`src/rtl/inst_fetch_pkg.sv`:
```
// Shared widths, state encodings and helpers for the instruction-fetch bridge.
package inst_fetch_pkg;

  localparam int W_ADDR = 32;
  localparam int W_DATA = 32;

  // state | meaning
  // IDLE  | waiting for a valid PC to sample
  // ADDR  | read request on the bus, waiting for addr_ok
  // DATA  | request accepted, waiting for data_ok
  // HOLD  | instruction presented to ID, waiting for it to be taken
  localparam logic [1:0] IF_IDLE = 2'd0;
  localparam logic [1:0] IF_ADDR = 2'd1;
  localparam logic [1:0] IF_DATA = 2'd2;
  localparam logic [1:0] IF_HOLD = 2'd3;

  localparam logic [1:0] SIZE_WORD = 2'b10;

  // Word fetches need the two low address bits clear.
  function automatic logic is_aligned(input logic [W_ADDR-1:0] addr);
    return (addr[1:0] == 2'b00);
  endfunction

endpackage

```
`src/rtl/inst_fetch.sv`:
```
// Instruction-fetch bridge: turns the PC into one SRAM-like word read,
// holds the returned word for ID and stalls the PC until it is taken.
// A flush while a read is in flight lets the bus transaction finish but
// throws its data away.
module inst_fetch
  import inst_fetch_pkg::*;
(
  input  logic              clk,
  input  logic              rst,
  input  logic              pc_valid,
  input  logic [W_ADDR-1:0] pc_addr,
  input  logic              flush,
  input  logic              id_stall,
  output logic              if_stall,
  output logic              inst_req,
  output logic              inst_wr,
  output logic [1:0]        inst_size,
  output logic [W_ADDR-1:0] inst_addr,
  input  logic              inst_addr_ok,
  input  logic              inst_data_ok,
  input  logic [W_DATA-1:0] inst_rdata,
  output logic              inst_valid,
  output logic [W_DATA-1:0] inst,
  output logic [W_ADDR-1:0] inst_pc,
  output logic              inst_adel
);

  logic [1:0]        state_q,  state_d;
  logic              cancel_q, cancel_d;
  logic [W_ADDR-1:0] addr_q,   addr_d;
  logic [W_DATA-1:0] inst_q,   inst_d;
  logic [W_ADDR-1:0] pc_q,     pc_d;
  logic              adel_q,   adel_d;

  // Next-state and datapath capture for the fetch sequence.
  always_comb begin
    state_d  = state_q;
    cancel_d = cancel_q;
    addr_d   = addr_q;
    inst_d   = inst_q;
    pc_d     = pc_q;
    adel_d   = adel_q;
    case (state_q)
      IF_IDLE: begin
        if (pc_valid && !flush) begin
          if (is_aligned(pc_addr)) begin
            addr_d  = pc_addr;
            state_d = IF_ADDR;
          end else begin
            // Misaligned PC never reaches the bus; deliver a nop with the fault flag.
            inst_d  = '0;
            pc_d    = pc_addr;
            adel_d  = 1'b1;
            state_d = IF_HOLD;
          end
        end
      end
      IF_ADDR: begin
        // The request must stay up until accepted, so a flush only marks it.
        if (flush) begin
          cancel_d = 1'b1;
        end
        if (inst_addr_ok) begin
          state_d = IF_DATA;
        end
      end
      IF_DATA: begin
        if (inst_data_ok) begin
          // A flush landing on the data_ok cycle also makes the word stale.
          if (cancel_q || flush) begin
            cancel_d = 1'b0;
            state_d  = IF_IDLE;
          end else begin
            inst_d  = inst_rdata;
            pc_d    = addr_q;
            adel_d  = 1'b0;
            state_d = IF_HOLD;
          end
        end else if (flush) begin
          cancel_d = 1'b1;
        end
      end
      IF_HOLD: begin
        if (flush || !id_stall) begin
          state_d = IF_IDLE;
        end
      end
      default: begin
        state_d = IF_IDLE;
      end
    endcase
  end

  // State and datapath registers with synchronous reset.
  always_ff @(posedge clk) begin
    if (rst) begin
      state_q  <= IF_IDLE;
      cancel_q <= 1'b0;
      addr_q   <= '0;
      inst_q   <= '0;
      pc_q     <= '0;
      adel_q   <= 1'b0;
    end else begin
      state_q  <= state_d;
      cancel_q <= cancel_d;
      addr_q   <= addr_d;
      inst_q   <= inst_d;
      pc_q     <= pc_d;
      adel_q   <= adel_d;
    end
  end

  // Bus and ID-side outputs decoded from the registered state.
  always_comb begin
    inst_req   = (state_q == IF_ADDR);
    inst_wr    = 1'b0;
    inst_size  = SIZE_WORD;
    inst_addr  = addr_q;
    inst_valid = (state_q == IF_HOLD) && !cancel_q && !flush;
    inst       = inst_q;
    inst_pc    = pc_q;
    inst_adel  = adel_q;
    // The PC moves only when HOLD hands off or when a flush redirects it.
    if_stall   = !flush && !((state_q == IF_HOLD) && !id_stall);
  end

endmodule

```
`config.mk`:
```
export PLATFORM = sky130hd
export DESIGN_NAME = inst_fetch
export DESIGN_NICKNAME = d
export VERILOG_FILES = /design/src/rtl/inst_fetch_pkg.sv /design/src/rtl/inst_fetch.sv
export SDC_FILE = /design/constraint.sdc
export NUM_CORES = 1
export LEC_CHECK = 0
export ABC_CLOCK_PERIOD_IN_PS = 1800
export CORE_MARGIN = 2
export CORE_UTILIZATION = 47
export DETAILED_ROUTE_END_ITERATION = 10
export DONT_BUFFER_PORTS = 1
export MAX_ROUTING_LAYER = met4
export PLACE_DENSITY = 0.73
export RECOVER_POWER = 25
export SLEW_MARGIN = 20
export SYNTH_ARGS = -nofsm -noshare
export SYNTH_HDL_FRONTEND = slang
export SYNTH_SLANG_ARGS = --single-unit
```
`constraint.sdc`:
```
create_clock -name clk -period 1.8 [get_ports clk]
set_input_delay 0.09 -clock clk [delete_from_list [all_inputs] [get_ports clk]]
set_output_delay 0.09 -clock clk [all_outputs]
set_load 0.05 [all_outputs]
```
[Word-level counts from Yosys, hierarchy flattened]
Index checks and enable logic that the tools add are counted.
Word-level totals
  register bits: 100
  bits in latches: 0
  RAM bits: 0
  memory bits (read-only): 0
  input bits: 71
  output and inout bits: 103
  logic and storage cells: 61
  memories kept: 0
Operators by class
  add/subtract/negate cells: 0
  multipliers: 0
  div/mod/pow operators: 0
  $lt $le $gt $ge: 0
  equality and inequality tests: 10
  shift operators: 0
  muxes and demuxes: 26
  bitwise logic cells: 0
  reduce and logical (&&, ||, !) cells: 19
Operator list (count)
  2-to-1 mux 32 bit: 8
  one-hot mux 32 bit (2 select lines): 2
  2-to-1 mux 2 bit: 6
  inequality test 2 bit, second input constant: 5
  one-hot mux 2 bit (4 select lines): 1
  2-to-1 mux 1 bit: 7
  logical AND 1 bit: 5
  AND reduction 5 bit: 1
  == test 2 bit, second input constant: 2
  logical NOT 1 bit: 4
  logical NOT 2 bit: 2
  one-hot mux 1 bit (2 select lines): 2
  AND reduction 4 bit: 1
  nonzero test 2 bit: 2
  inequality test 3 bit, second input constant: 1
  AND reduction 3 bit: 1
  == test 2 x 1 -> 1 bit, second input constant: 1
  logical OR 1 bit: 2
  inequality test 2 x 1 -> 1 bit, second input constant: 1
  AND reduction 2 bit: 1

[Logic depth before layout (Yosys ltp)]
Gate-level depths: netlist of run 1.
  depth after elaboration: 4
  depth in mapped cells: 6
  depth with buffers taken out: 4

[Least setup slack after synthesis of run 1]
Ideal clock, no wire load.
  path kind: register to output
  start: register state_q[0]
  end: output inst_valid
  data arrival time: 1.616 ns
  required time: 1.710 ns
  path slack: 0.094 ns
  cell stages (with the launch flop): 4
  path buffers: 1
  path through: dfxtp_1 -> buf_2 -> nand2_1 -> nor3_1
Between the ends
  cells in the longest elaborated chain, start to end: 3
RTL lines
  from (decl): RTL line inst_fetch.sv:28  | logic [1:0] state_q, state_d;
  from (signal assigned): RTL line inst_fetch.sv:104  | state_q <= state_d;
  == test 2 bit: RTL line inst_fetch.sv:119  | inst_valid = (state_q == IF_HOLD) && !cancel_q && !flush;
  logical AND 1 bit (2 in series): RTL line inst_fetch.sv:119
  to (decl): RTL line inst_fetch.sv:22  | output logic inst_valid,
No other way between the ends.

[Final worst setup path of run 1]
  start: register state_q[1]
  end: register pc_q[10], in the netlist inst_pc[10]
Between the ends
  cells in the longest elaborated chain, start to end: 3
  elaborated cells on any way between the ends: 9
  those cells by class: eq/ne: 5; mux: 1; reduce/logical: 3
RTL lines
  == test 2 bit / logical NOT 2 bit (equally long branches): RTL line inst_fetch.sv:43  | case (state_q)
  inequality test 2 bit (no line) / nonzero test 2 bit (equally long branches)
  AND reduction 5 bit (no line)
  to (signal assigned): RTL line inst_fetch.sv:108  | pc_q <= pc_d;
  to (decl): RTL line inst_fetch.sv:32  | logic [W_ADDR-1:0] pc_q, pc_d;
Several ways; a longest one is shown, not always the timed one.
A chain may end at the register's enable or synchronous reset.

==> results of run 1 <==
-- per-stage QoR --
step,util,std cells,area (um2),setup TNS [ns],setup WS [ns]
after floorplan,-,510,4120,0,0.0942
after global placement,0.562,659,4830,0,0.134
after detailed placement,0.562,659,4830,0,0.0407
after CTS,0.585,676,5030,0,0.0156
after global routing,0.571,678,4910,-0.00210,-0.00138
final,0.571,678,4910,0,0.0793
-- final cells by class --
cell class                 instances  area [um2]  area share
sequential                       100        2000       0.408
multi-input combinational        352        1870       0.381
timing repair buffer             100         702       0.143
clock buffer                      12         155      0.0316
tap                              108         135      0.0275
clock inverter                     4        32.5     0.00663
inverter                           2        7.51     0.00153
-- power breakdown --
part	total, W	internal, W	switching, W
registers	0.00251	0.00238	0.000123
clock network	0.00137	0.000588	0.000777
logic	0.00183	0.000531	0.00130
total	0.00571	0.00350	0.00220
-- cells by family (layout without fill, tap and decap cells) --
kind of cell | count (synthesis) | after routing
AND/OR/NAND/NOR | 176 | 176
AO/OA/AOI/OAI | 172 | 172
flip-flops | 100 | 100
buffers and inverters | 58 | 118
other | 2 | 3
multiplexers | 1 | 1
-- per-layer routing --
| layer | GRT usage | up-vias |
|---|---|---|
| li1 | - | 1917 |
| met2 | 0.382 | 174 |
| met4 | 0.0556 | 0 |
| met1 | 0.309 | 1857 |
| met3 | 0.0741 | 13 |
| met5 | - | - |
-- cells in the mapped netlist --
cell,number,area share
o32a_1,1,0.0024
a211oi_1,2,0.0036
nor2_1,4,0.0036
a311oi_1,33,0.070
o21ai_2,1,0.0021
buf_2,19,0.023
nand2b_1,2,0.0030
buf_6,3,0.0082
mux2i_1,1,0.0024
inv_1,2,0.0018
conb_1,2,0.0018
clkbuf_1,29,0.026
buf_4,3,0.0055
nand2_1,126,0.11
nor2b_1,1,0.0015
dfxtp_1,100,0.49
nor4_2,1,0.0030
buf_1,2,0.0018
o21a_1,2,0.0036
or3_1,1,0.0015
or4_1,1,0.0018
a21oi_1,98,0.12
o21ai_0,34,0.041
nand3b_1,1,0.0018
nand4_1,32,0.049
nand2b_4,1,0.0033
or2_1,1,0.0015
o32ai_4,1,0.0067
nor3_1,2,0.0024
nor3b_1,2,0.0036
nor2_2,1,0.0015
-- worst min-delay path by stage --
stage           startpoint                         end
3_3_place_gp           rst  inst_addr[13]$_SDFFE_PP0P_
2_1_floorplan  pc_addr[10]  inst_addr[10]$_SDFFE_PP0P_
5_1_grt                rst  inst_addr[17]$_SDFFE_PP0P_
4_1_cts                rst    inst_pc[16]$_SDFFE_PP0P_
6_report               rst    inst_pc[16]$_SDFFE_PP0P_
3_5_place_dp           rst  inst_addr[13]$_SDFFE_PP0P_
-- state kept, by name (all words and copies together) (netlist names) --
register and count:
cancel_q 1, state_q 2, inst_addr 32, inst_pc 32, inst_adel 1, inst 32
-- timing repair --
| action | 4_1_cts | 5_1_grt |
|---|---|---|
| endpoints found under the hold margin | 100 | 99 |
| gates resized for setup | 0 | 4 |
| buffers inserted | 0 | 1 |
| setup endpoints to repair | 0 | 44 |
==> reports/metrics.csv, run 1 <==
stage,metric,value,unit
clocking,cts_root_buf,clkbuf_8,
logic_synthesis,ys_seq_area_frac,0.487,
drt,via_per_inst,5.84,
grt,grt_pass1_vias,3777,
pwr,powerDensity,1160,mW/mm2
min_path,worstHoldPathCells,1,
worst_setup_path,crit_slowest_cell,dfxtp_2,
cells_and_area,n_fill_cell,825,
drt,drt_iter0_drc,168,
worst_setup_path,required,2.05,ns
worst_setup_path,cp_top_family,compound AO/OA/AOI/OAI gates,
logic_synthesis,synth_compound_area_frac,0.249,
drt,drcViolationCount,0,
min_path,hp-class,in -> reg,
worst_setup_path,r2r_start,state_q[1]$_SDFFE_PP0P_,
logic_synthesis,synth_mux_area_frac,0.00243,
timing,period_minus_slack,1.72,ns
clocking,holdBufCountCts,1,
timing,fin_skew,0.0101,ns
timing,relSlewSlack,0.532,
worst_setup_path,cp_num_buf_inv,3,
pwr,p_total,0.00571,W
die,io_pins,174,
clocking,cts_num_sinks,100,
grt,grt_max_degree,101,
placed_design,io_buffers,0,
die,initial_core_util,0.479,
grt,grt.total_usage,0.243,
drt,wirelength,11.7,mm
logic_synthesis,synth_fa_ha_area_frac,0,
clocking,clock_path_buffers,2,
worst_setup_path,worstSetupStartpoint,state_q[1]$_SDFFE_PP0P_,
grt,grt_pass1_wl,18.6,mm
run,maxCapViolations,0,
die,die-area,0.00952,mm2
drt,wl_met3,1.12,mm
worst_setup_path,crit_top_cell,buf_12,
pwr,irDropWorstVdd,0.448,mV
clocking,htreeDepth,3,
drt,dr_wl_met2,5.52,mm
grt,antenna_found_initial,0,
logic_synthesis,ys_warn_count,0,
drt,drt-pass1-iter-count,4,
grt,grt.overflow.total,0,
timing,max_clock_freq,0.581,GHz
logic_synthesis,synth_cell_types,31,
logic_synthesis,yosys.area_share.xor_xnor,0,
timing,finalCritPeriodShare,0.956,
worst_setup_path,cp-endpoint,inst_pc[10]$_SDFFE_PP0P_,
die,rows,34,
logic_synthesis,yosys_register_bits,100,
logic_synthesis,synth_top_family_by_area,compound AO/OA/AOI/OAI gates,
clocking,tritoncts,built,
timing,setup_viol,0,
cells_and_area,areaGrowthSynthToFinish,19.3,%
timing,whs,-0.206,ns
timing,report.final.slew_viol_count,0,
logic_synthesis,synth-simple-area-share,0.193,
drt,vias,3961,
die,die_width,97.5,um
drt,wire_per_inst,17.3,um
cells_and_area,antennaDiodeCount,0,
drt,detail-route-antenna-nets,0,
clocking,numCtsBuffers,9,
die,die_h,97.5,um
worst_setup_path,ff2ff_path_depth,7,
placed_design,dpl.hpwl,7.82,mm
worst_setup_path,startpoint_type,register,
worst_setup_path,path_cells,buf_4 -> nand2b_2 -> o32ai_4 -> buf_12 -> buf_12 -> a21oi_1 -> a311oi_1,
clocking,clock_latency,0.35,ns
logic_synthesis,synth.avg_cell_area,8.08,um2
timing,tightest_slew,0.702,ns
cells_and_area,final_cell_mix,"nand2_1 (126), dfxtp_1 (99), a21oi_1 (98)",
pwr,p_leak,1.69,nW
worst_setup_path,critical_path.max_fanout,22,
worst_setup_path,worstSetupPathType,reg -> reg,
cells_and_area,drive_gt1_frac,0.133,
worst_setup_path,rrSetupSlack,0.08,ns
drt,routed.top_layer,met4,
die,core,0.00859,mm2
cells_and_area,final_common_cell,nand2_1,
timing,hold_viol,99,
logic_synthesis,syn_area,0.00411,mm2
worst_setup_path,reg2reg_to,inst_pc[10]$_SDFFE_PP0P_,
run_status,outcome,finished with violations,
worst_setup_path,path_depth,7,
worst_setup_path,crit_path_end_kind,register,
drt,met1_length,4.96,mm
logic_synthesis,netlist_instances,509,
placed_design,gp_congestion,0.853,
run_status,violations,hold timing,
worst_setup_path,cpPeakStageDelay,0.35,ns
worst_setup_path,cp_data_arrival_time,1.97,ns
clocking,clk_pin_slew_worst_paths,0.10,ns
cells_and_area,fin_nets,636,
Note: power is estimated with default switching activity, not from simulation.
==> run 2: changes to the inputs <==
--- a/config.mk
+++ b/config.mk
@@ -6,12 +6,15 @@
 export NUM_CORES = 1
 export LEC_CHECK = 0
 export ABC_CLOCK_PERIOD_IN_PS = 1800
+export CELL_PAD_IN_SITES_DETAIL_PLACEMENT = 1
+export CELL_PAD_IN_SITES_GLOBAL_PLACEMENT = 1
 export CORE_MARGIN = 2
-export CORE_UTILIZATION = 47
+export CORE_UTILIZATION = 44
 export DETAILED_ROUTE_END_ITERATION = 10
 export DONT_BUFFER_PORTS = 1
+export GPL_TIMING_DRIVEN = 0
 export MAX_ROUTING_LAYER = met4
-export PLACE_DENSITY = 0.73
+export PLACE_DENSITY = 0.89
 export RECOVER_POWER = 25
 export SLEW_MARGIN = 20
 export SYNTH_ARGS = -nofsm -noshare
==> run 2 against run 1 <==
The flow now finishes without violations. Cell area grew 7.1%. Via count grew 7.1%. Combinational power shrank 27%. Core utilization grew 0.33 points. Sequential power grew 23%. Largest cell class unchanged.
==> reports/metrics.csv, run 2 (same netlist as run 1, synthesis figures left out) <==
stage,metric,value,unit
die,core,0.00915,mm2
grt,grt_pass1_vias,4561,
worst_setup_path,worstSetupPathType,reg -> reg,
timing,setup_viol,0,
cells_and_area,regArea,0.00200,mm2
drt,vias,4244,
worst_setup_path,crit_slowest_cell,dfxtp_1,
cells_and_area,fin_nets,661,
grt,grt.total_usage,0.296,
grt,grt.overflow.total,0,
clocking,tritoncts,built,
placed_design,gp_congestion,0.791,
run_status,outcome,finished clean,
timing,tns,0,ns
worst_setup_path,cp_top_family,buffers and inverters,
die,die_width,101,um
worst_setup_path,path_cells,nand2b_1 -> buf_2 -> o32ai_4 -> buf_4 -> clkbuf_4 -> nand4_1 -> a21oi_1,
drt,met1_length,5.95,mm
cells_and_area,antennaDiodeCount,0,
clocking,htreeDepth,3,
timing,whs,0.0160,ns
cells_and_area,design_area,0.00526,mm2
pwr,p_leak,1.83,nW
drt,routed.top_layer,met4,
cells_and_area,multi_input_area,0.00192,mm2
timing,report.final.slew_viol_count,0,
timing,hold_viol,0,
clocking,numCtsBuffers,9,
die,io_pins,174,
timing,rsz0062_at_grt,true,
drt,detail-route-antenna-nets,0,
drt,wl_met3,1.10,mm
cells_and_area,areaGrowthSynthToFinish,27.8,%
die,initial_core_util,0.449,
clocking,clk_pin_slew_worst_paths,0.10,ns
clocking,clock_latency,0.36,ns
cells_and_area,final_cell_mix,"nand2_1 (126), dfxtp_1 (100), a21oi_1 (95)",
worst_setup_path,critical_path.max_fanout,10,
die,die-area,0.0101,mm2
clocking,cts_num_sinks,100,
pwr,powerDensity,1110,mW/mm2
timing,relSlewSlack,0.541,
drt,wirelength,15.1,mm
die,die_h,101,um
cells_and_area,final_common_cell,nand2_1,
worst_setup_path,cp_num_buf_inv,3,
placed_design,dpl.hpwl,9.53,mm
drt,drcViolationCount,0,
worst_setup_path,cp_data_arrival_time,2.03,ns
clocking,clock_path_buffers,2,
clocking,cts_root_buf,clkbuf_8,
drt,via_per_inst,6.01,
worst_setup_path,startpoint_type,register,
grt,grt_max_degree,18,
pwr,irDropWorstVdd,0.491,mV
run,maxCapViolations,0,
drt,drt_iter0_drc,123,
cells_and_area,drive_gt1_frac,0.128,
grt,grt_pass1_wl,22.9,mm
worst_setup_path,cpPeakStageDelay,0.33,ns
placed_design,io_buffers,0,
drt,dr_wl_met2,7.71,mm
worst_setup_path,crit_path_end_kind,register,
timing,fin_skew,0.0107,ns
drt,wire_per_inst,21.3,um
drt,drt-pass1-iter-count,6,
timing,period_minus_slack,1.75,ns
timing,max_clock_freq,0.571,GHz
timing,finalCritPeriodShare,0.972,
grt,antenna_found_initial,0,
timing,tightest_slew,0.688,ns
min_path,hp-class,in -> reg,
worst_setup_path,required,2.08,ns
die,rows,35,
cells_and_area,n_fill_cell,1085,
placed_design,placed_area,0.00426,mm2
==> run 2: changes by cell type in the layout (fill, tap and decap cells not counted), sizes merged <==
cell,before,now
clkinvlp,2,0
dlygate4sd3,1,65
buf,51,29
clkinv,1,2
clkbuf,60,41
inv,3,6
==> run 2: layout make-up <==
type | instances | area share
buffer | 55 | 0.0586
clock buffer | 10 | 0.0262
clock inverter | 6 | 0.00857
inverter | 2 | 0.00143
multi-input combinational | 352 | 0.366
sequential | 100 | 0.381
tap | 111 | 0.0264
timing repair buffer | 70 | 0.132
==> run 2: what timing repair did <==
item,CTS,global route
resized for setup,13,48
setup buffers,4,1
endpoints found under the setup margin,75,93
hold buffers,65,0
endpoints found under the hold margin,97,0
pin swaps,1,5
==> run 2: final timing paths <==
kind	start	end	slack, ns	cells after the start
worst max-delay path	state_q[0]$_SDFFE_PP0P_	inst[29]$_SDFFE_PP0P_	0.05	7
worst min-delay path	inst_addr_ok	state_q[0]$_SDFFE_PP0P_	0.02	3
worst max register to register	state_q[0]$_SDFFE_PP0P_	inst[29]$_SDFFE_PP0P_	0.05	7
worst min register to register	cancel_q$_SDFFE_PP0P_	cancel_q$_SDFFE_PP0P_	0.69	2
==> run 2: tightest hold or removal path, cell delays in order <==
cell,delay (ns)
a21oi_1,0.07
nor2_1,0.09
a211oi_1,0.07
==> run 2: power breakdown <==
| group | total [W] | internal (W) | switching [W] |
|---|---|---|---|
| Sequential | 0.00309 | 0.00238 | 0.000704 |
| Combinational | 0.00134 | 0.000499 | 0.000839 |
| Clock | 0.00138 | 0.000558 | 0.000827 |
| Total | 0.00581 | 0.00344 | 0.00237 |
==> run 2: layer usage <==
layer  vias to the layer above  track usage
met1                      2077        0.313
met2                       164        0.529
li1                       1974            -
met3                        29       0.0791
met5                         -            -
met4                         0        0.104
==> run 2: metrics by stage <==
step / total power [W] / utilization / worst slack (ns) / instances
2_1_floorplan: 0.00387 / - / 0.0942 / 510
3_3_place_gp: 0.00413 / 0.465 / -0.0843 / 621
3_5_place_dp: 0.00419 / 0.465 / -0.121 / 621
4_1_cts: 0.00572 / 0.563 / -0.0431 / 706
5_1_grt: 0.00607 / 0.574 / -0.0480 / 706
6_report: 0.00581 / 0.574 / 0.0499 / 706
